==> config.mk <==
export PLATFORM = sky130hd
export DESIGN_NAME = reg_bank_writer
export DESIGN_NICKNAME = d
export VERILOG_FILES = /design/src/rtl/reg_bank_writer.sv
export SDC_FILE = /design/constraint.sdc
export NUM_CORES = 1
export LEC_CHECK = 0
export BUFFER_PORTS_ARGS = -buffer_cell sky130_fd_sc_hd__buf_2
export CAP_MARGIN = 20
export CORE_UTILIZATION = 34
export CTS_BUF_LIST = sky130_fd_sc_hd__clkbuf_8
export CTS_CLUSTER_DIAMETER = 60
export DETAILED_ROUTE_END_ITERATION = 16
export GPL_TIMING_DRIVEN = 0
export SYNTH_ARGS = -nofsm -noshare
export SYNTH_HDL_FRONTEND = slang
export SYNTH_SLANG_ARGS = --single-unit
==> constraint.sdc <==
create_clock -name clk -period 5.6 [get_ports clk]
set_input_delay 0.28 -clock clk [delete_from_list [all_inputs] [get_ports clk]]
set_output_delay 0.28 -clock clk [all_outputs]
set_load 0.03 [all_outputs]
==> src/rtl/reg_bank_writer.sv <==
// Write side of the register bank: single-port update of NUM_REGS words with
// load / immediate / increment / decrement, plus a per-register dirty mask.
module reg_bank_writer #(
    parameter int DATA_WIDTH = 16,
    parameter int NUM_REGS   = 9,
    parameter int SEL_WIDTH  = 4,
    parameter int IMM_WIDTH  = 8
) (
    input  logic                           clk,
    input  logic                           rst,
    input  logic                           wr_en,
    input  logic [SEL_WIDTH-1:0]           wr_sel,
    input  logic [1:0]                     wr_op,
    input  logic [DATA_WIDTH-1:0]          wr_data,
    input  logic [IMM_WIDTH-1:0]           wr_imm,
    input  logic [NUM_REGS-1:0]            clr_dirty,
    output logic [NUM_REGS*DATA_WIDTH-1:0] data_out,
    output logic [NUM_REGS-1:0]            dirty,
    output logic                           wr_ack,
    output logic                           wr_err
);

    localparam logic [SEL_WIDTH-1:0] LAST_SEL = SEL_WIDTH'(NUM_REGS - 1);

    logic [DATA_WIDTH-1:0] bank_r [NUM_REGS];
    logic [NUM_REGS-1:0]   dirty_r;
    logic                  ack_r;
    logic                  err_r;

    logic                  legal_s;
    logic [DATA_WIDTH-1:0] cur_s;
    logic [DATA_WIDTH-1:0] next_s;
    logic [NUM_REGS-1:0]   commit_s;

    // Decode the request: legality, current operand, new value and per-register commit strobes
    always_comb begin
        legal_s  = (wr_sel <= LAST_SEL);
        cur_s    = '0;
        next_s   = '0;
        commit_s = '0;
        if (legal_s) begin
            cur_s = bank_r[wr_sel];
        end else begin
            cur_s = '0;
        end
        case (wr_op)
            2'b00:   next_s = wr_data;
            2'b01:   next_s = {{(DATA_WIDTH-IMM_WIDTH){wr_imm[IMM_WIDTH-1]}}, wr_imm};
            2'b10:   next_s = cur_s + DATA_WIDTH'(1);
            2'b11:   next_s = cur_s - DATA_WIDTH'(1);
            default: next_s = cur_s;
        endcase
        for (int k = 0; k < NUM_REGS; k++) begin
            if (wr_en && legal_s && (wr_sel == SEL_WIDTH'(k))) begin
                commit_s[k] = 1'b1;
            end else begin
                commit_s[k] = 1'b0;
            end
        end
    end

    // Bank, dirty mask and response pulses; set beats clear on the same register
    always_ff @(posedge clk or posedge rst) begin
        if (rst) begin
            for (int k = 0; k < NUM_REGS; k++) begin
                bank_r[k] <= '0;
            end
            dirty_r <= '0;
            ack_r   <= 1'b0;
            err_r   <= 1'b0;
        end else begin
            for (int k = 0; k < NUM_REGS; k++) begin
                if (commit_s[k]) begin
                    bank_r[k] <= next_s;
                end
            end
            dirty_r <= (dirty_r & ~clr_dirty) | commit_s;
            ack_r   <= wr_en & legal_s;
            err_r   <= wr_en & ~legal_s;
        end
    end

    for (genvar g = 0; g < NUM_REGS; g++) begin : g_flat
        assign data_out[DATA_WIDTH*g +: DATA_WIDTH] = bank_r[g];
    end

    assign dirty  = dirty_r;
    assign wr_ack = ack_r;
    assign wr_err = err_r;

endmodule

==> impl_metrics.ini, run 1 <==
[drt]
drt_iter0_drc = 482
dr_total_vias = 6945
viasPerCell = 5.14
ant_nets = 0
drcViolationCount = 0
wl_per_cell_um = 19.5
wirelength_um = 26300
drt_first_pass_iters = 5

[clock_network]
clk_latency_ps = 470
post-cts-setup-buffers = 0
cts_made_buffers = 17
cts.sinks = 155
postCtsHoldBufs = 10
htreeDepth = 4
cts.reportedPaths.clkPinSlew_ps = 90
cts_tree = done
clockBufferDepth = 2
post_cts_resized = 0
cts_root_buf = clkbuf_8

[setup_path]
crit_fanout = 10
worst_r2r_path_depth = 11
cp_common_cell = a21oi_1
cp_top_family = compound AO/OA/AOI/OAI gates
worstPathArrival_ps = 5120
critPathRequiredTime_ps = 5920
crit_type = in -> reg
critPathBufInv = 4
critPathSlowestCell = a21oi_1
critical-path-max-stage-delay_ps = 780
crit_chain = buf_2 -> buf_6 -> clkbuf_1 -> clkbuf_1 -> mux4_2 -> mux2i_1 -> o21ai_0 -> ha_1 -> a21oi_1 -> o21ai_0 -> a21oi_1 -> nand2_1 -> xnor2_1 -> a21oi_1 -> a21oi_1
worst_setup_path_start_kind = primary input
crit_cells = 15
end_kind = flop

[timing]
min_period_over_period = 0.857
max_freq_ghz = 0.208
period_minus_slack_ps = 4800
relSlewSlack = 0.326
setup_violations = 0
hold_viol = 0
fin_skew_ps = 9.98
worst-slew-pin-transition_ps = 1010
rsz0062_at_grt = false
slew_violations = 0
layout_setup_ws_ps = 801
final.setup.tns_ps = 0

[grt]
grt_usage = 0.216
grt_first_pass_wirelength_um = 38900
grt_overflow = 0
grt_max_degree = 103
antenna_found_initial = 3
grt_pass1_vias = 6484

[die]
initial_core_util = 0.346
placementRows = 56
dieWidth_um = 157
io_pins = 197
core-area_mm2 = 0.0235
fp.dieH_um = 157
die-area_mm2 = 0.0245

[layout]
finalNonFillerCells = 1352
final.fill_count = 2328
synthToLayoutAreaGrowth_pct = 23.9
final_nets = 1074
layout-drive-gt1-share = 0.313

[synth]
seq_area_frac_synth = 0.477
avgSynthCellArea_um2 = 10.3
ys_types = 51
yosys_warnings = 0
synth_edf_count = 0
synth.area.top_cells = dfrtp_1 48%, mux4_2 8.3%, mux2_2 6.5%
syn-num-nets = 848
synth_top_area_frac = 0.477
syn_area_mm2 = 0.00813
yosysTopAreaCell = dfrtp_1
ys_seq_elements = 155
async_flop_share = 1.00
yosys_most_used_dff = dfrtp_1
netlist_instances = 791

[place]
portBuffers = 195
pre_cts_ws_ps = 317
hpwl_um = 20200
gp_congestion = 0.923
place_inst = 1307

[worst_hold_path]
worstHoldPathType = in -> reg
holdPathStages = 2

[power]
pwr_density_cell_mw_per_mm2 = 424
irDropWorstVdd_v = 0.000151
power_leakage_nw = 4.80

[outcome]
status = complete, no violations

[flow_run]
maxCapViolations = 0
synthesized netlist by cell type, types with 2 or more instances:
master,number
a21oi_1,54
mux4_2,30
and3_1,2
buf_2,3
xnor2_1,6
nor4b_4,2
o21a_1,3
a311oi_1,2
nand2_1,125
mux2_2,47
a21oi_2,2
nor3b_1,2
xor2_1,3
dfrtp_1,155
mux2i_1,34
a21o_1,7
nor3_1,9
nand3_1,14
or4_1,2
o21ai_0,96
a211oi_1,4
a31oi_1,2
nor2b_1,7
nand2b_1,11
nor2_1,68
and2_1,2
o22ai_1,2
nand4_1,4
and3b_1,2
a2111oi_0,2
buf_1,8
inv_1,15
ha_1,14
nand3b_1,3
buf_6,2
clkbuf_1,32
metal layers:
metal / wire (µm) / share of wire / track usage / up-vias
li1: - / - / - / 3266
met2: 12700 / 0.48 / 0.349 / 190
met1: 11500 / 0.44 / 0.285 / 3455
met4: 478 / 0.018 / 0.0682 / 0
met5: 0 / 0 / 0 / -
met3: 1590 / 0.060 / 0.0512 / 34
logic make-up (layout without fill, tap and decap cells):
group,after synthesis,count (layout),share of synthesized area
compound gates,182,182,0.125
xor+xnor,9,9,0.00970
fa+ha+maj,15,15,0.0240
buf+inv,61,300,0.0309
flops,155,155,0.477
mux,111,111,0.190
other cells,0,3,0
simple gates,258,258,0.143
stage by stage:
step	area, µm²	power, mW	utilization	hold slack (ps)
final	10100	4.27	0.429	163
after global routing	10100	4.49	0.429	162
after CTS	10100	4.29	0.429	152
after detailed placement	9550	3.41	0.407	330
after global placement	9500	3.38	0.405	458
after floorplan	8130	2.80	-	376
worst paths after layout:
check,from,end,slack [ps]
max reg2reg,data_out[70],data_out[122],1640
max in group asynchronous,rst,data_out[129],4390
max,wr_sel[1],data_out[122],800
min,wr_en,wr_ack,160
min in group asynchronous,rst,data_out[57],370
min reg2reg,data_out[127],data_out[127],510
where the power goes:
part | internal (mW) | total [mW] | switching [mW]
combinational | 0.574 | 1.75 | 1.18
sequential | 1.40 | 1.64 | 0.236
clock | 0.417 | 0.877 | 0.461
total | 2.40 | 4.27 | 1.88
layout by cell type (no fill, tap or decap), types with 10 or more instances in the layout:
cell | netlist | layout
buf_2 | 3 | 199
dfrtp_1 | 155 | 155
nand2_1 | 125 | 125
o21ai_0 | 96 | 96
nor2_1 | 68 | 68
a21oi_1 | 54 | 54
mux2_2 | 47 | 47
mux2i_1 | 34 | 34
clkbuf_1 | 32 | 32
mux4_2 | 30 | 30
clkbuf_8 | 0 | 18
nand3_1 | 14 | 14
inv_1 | 15 | 14
ha_1 | 14 | 14
nand2b_1 | 11 | 11
dlygate4sd3_1 | 0 | 10
worst register-to-register path, delay by kind of cell, from the launching register on:
kind | cells | cell delay, ps
AOI/OAI and AO/OA | 6 | 1930
xor gates and xnor gates | 1 | 150
muxes | 2 | 760
adders and majority gates | 1 | 400
and+or+nand+nor | 1 | 130
DFF | 1 | 430
flip-flops by register name, indices dropped and copies added (netlist names):
signal,flops
data_out,144
dirty,9
wr_ack,1
wr_err,1
final cells by class:
| cell class | count | area, µm² | share of cell area |
|---|---|---|---|
| diodes | 3 | 7.51 | 0.000746 |
| clock buffers | 18 | 248 | 0.0246 |
| flip-flops and latches | 155 | 3880 | 0.385 |
| well taps | 319 | 399 | 0.0396 |
| plain buffers | 46 | 195 | 0.0194 |
| repair buffers | 207 | 1110 | 0.110 |
| multi-input cells | 575 | 4010 | 0.398 |
| clock inverters | 14 | 163 | 0.0162 |
| inverters | 15 | 63.8 | 0.00634 |
Note: power is estimated with default switching activity, not from simulation.
==> inputs of run 2 (changes only) <==
--- a/config.mk
+++ b/config.mk
@@ -5,6 +5,7 @@
 export SDC_FILE = /design/constraint.sdc
 export NUM_CORES = 1
 export LEC_CHECK = 0
+export ABC_AREA = 1
 export BUFFER_PORTS_ARGS = -buffer_cell sky130_fd_sc_hd__buf_2
 export CAP_MARGIN = 20
 export CORE_UTILIZATION = 34
==> run 2 against run 1 <==
  * Worst hold slack lost 69 ps
  * Largest power group is now sequential cells
  * Largest cell class is now sequential cells
  * Area after synthesis shrank 3.2%
  * Sequential share of layout area grew 1.3 points
==> impl_metrics.ini, run 2 <==
[grt]
grt_first_pass_wirelength_um = 44400
grt_overflow = 0
grt_pass1_vias = 7424
antenna_found_initial = 0
grt_max_degree = 98
grt_usage = 0.253

[place]
hpwl_um = 22000
pre_cts_ws_ps = 1230
place_inst = 1529
gp_congestion = 0.879
portBuffers = 194

[die]
fp.dieH_um = 154
placementRows = 55
initial_core_util = 0.347
core-area_mm2 = 0.0226
io_pins = 197
die-area_mm2 = 0.0238
dieWidth_um = 154

[synth]
avgSynthCellArea_um2 = 7.50
yosysTopAreaCell = dfrtp_1
synth.area.top_cells = dfrtp_1 49%, nand2_1 26%, o21ai_0 4.2%
yosys_warnings = 0
synth.top_cells.by_count = 541 x nand2_1, 155 x dfrtp_1, 74 x inv_1
yosys_most_used_dff = dfrtp_1
ys_seq_elements = 155
ys_types = 35
synth_edf_count = 0
synth_top_area_frac = 0.493
async_flop_share = 1.00
yosysMostFrequentCell = nand2_1
seq_area_frac_synth = 0.493
netlist_instances = 1049
syn-num-nets = 1106
syn_area_mm2 = 0.00787

[power]
finalPower_mw = 3.79
pwr_density_cell_mw_per_mm2 = 388
power_leakage_nw = 5.42
irDropWorstVdd_v = 0.000156

[timing]
slew_violations = 0
relSlewSlack = 0.303
layout_setup_ws_ps = 1660
period_minus_slack_ps = 3940
fin_skew_ps = 22.2
min_period_over_period = 0.704
worst-slew-pin-transition_ps = 1040
hold_viol = 0
setup_violations = 0
final.setup.tns_ps = 0
max_freq_ghz = 0.254
rsz0062_at_grt = false

[layout]
layout-drive-gt1-share = 0.198
final_common_cell = nand2_1
synthToLayoutAreaGrowth_pct = 24.0
finalNonFillerCells = 1570
largest_register_ffs = 144
final_cell_mix = 541 x nand2_1, 201 x buf_2, 155 x dfrtp_1
n_antenna_cell = 0
final_nets = 1330
final.fill_count = 2340
multiInputGateArea_mm2 = 0.00352
ff_latch_area_mm2 = 0.00388

[setup_path]
critPathBufInv = 5
reg2reg_slack_ps = 2630
critical-path-max-stage-delay_ps = 660
worst_r2r_path_depth = 18
worstPathArrival_ps = 4350
r2r-end = data_out[142]
worst_setup_path_start_kind = primary input
crit_type = in -> reg
cp-endpoint = data_out[92]
crit_cells = 27
startpoint = wr_sel[0]
rr_startpoint = data_out[1]
critPathRequiredTime_ps = 6010
critPathSlowestCell = clkbuf_1
end_kind = flop
cp_top_family = simple AND/OR/NAND/NOR gates
cp_common_cell = nand2_1
crit_fanout = 10

[clock_network]
cts_made_buffers = 17
cts_root_buf = clkbuf_8
cts.reportedPaths.clkPinSlew_ps = 90
clk_latency_ps = 480
post_cts_resized = 0
htreeDepth = 4
cts_tree = done
clockBufferDepth = 2
post-cts-setup-buffers = 0
postCtsHoldBufs = 10
cts.sinks = 155

[drt]
dr_total_vias = 7912
drcViolationCount = 0
wl_per_cell_um = 18.7
drt_first_pass_iters = 5
viasPerCell = 5.04
wirelength_um = 29400
ant_nets = 0
drt_iter0_drc = 720

[flow_run]
maxCapViolations = 0

[worst_hold_path]
worstHoldPathType = in -> reg

[outcome]
status = complete, no violations
[run 2: changes by cell type after synthesis, sizes merged, moves of 7 or more]
cell and change:
mux2i -34, nand4 +19, nand2 +420, nand2b -11, nor2 -41, mux2 -47
a21oi -32, a22oi +12, nand3 +16, o21ai -30, mux4 -30, nor2b -7
inv +61
[run 2: worst min-delay path by stage]
stage,start,end,slack (ps),cells after the start
after detailed placement,rst,dirty[3],330,2
after floorplan,wr_sel[3],wr_ack,370,1
after CTS,wr_sel[3],wr_ack,90,2
final,wr_sel[3],wr_ack,90,2
after global placement,clr_dirty[2],dirty[2],460,2
after global routing,wr_sel[3],wr_ack,80,2
[run 2: cell families (layout without fill, tap and decap cells)]
| logic type | count (synthesis) | count (layout) | synth area share |
|---|---|---|---|
| AO/OA/AOI/OAI | 125 | 125 | 0.0916 |
| buffers and inverters | 121 | 357 | 0.0598 |
| AND/OR/NAND/NOR | 632 | 632 | 0.330 |
| XOR/XNOR | 1 | 1 | 0.00111 |
| flip-flops | 155 | 155 | 0.493 |
| adder cells (fa/ha/maj) | 15 | 15 | 0.0248 |
[run 2: final cells by class]
cell class	instances	area share
Sequential cell	155	0.398
Multi-Input combinational cell	773	0.361
Timing Repair Buffer	205	0.113
Tap cell	285	0.0366
Inverter	76	0.0300
Clock buffer	19	0.0268
Buffer	45	0.0190
Clock inverter	12	0.0164
[run 2: power breakdown]
part	switching [mW]	total, mW	leakage, nW	internal [mW]
clock network	0.457	0.924	0.207	0.467
logic	0.937	1.29	3.20	0.358
registers	0.223	1.57	2.02	1.35
total	1.62	3.79	5.42	2.17
[run 2: metrics by stage]
stage	util	hold WS (ps)	cell area (µm²)
5_1_grt	0.431	82.7	9750
6_report	0.431	94.1	9750
4_1_cts	0.431	92.7	9750
3_3_place_gp	0.406	458	9200
2_1_floorplan	-	371	7870
3_5_place_dp	0.408	334	9230
[run 2: layer usage]
metal / GRT usage / wire length, µm
met4: 0.0857 / 703
met5: 0 / 25
met2: 0.398 / 13400
met1: 0.340 / 12900
met3: 0.0645 / 2380
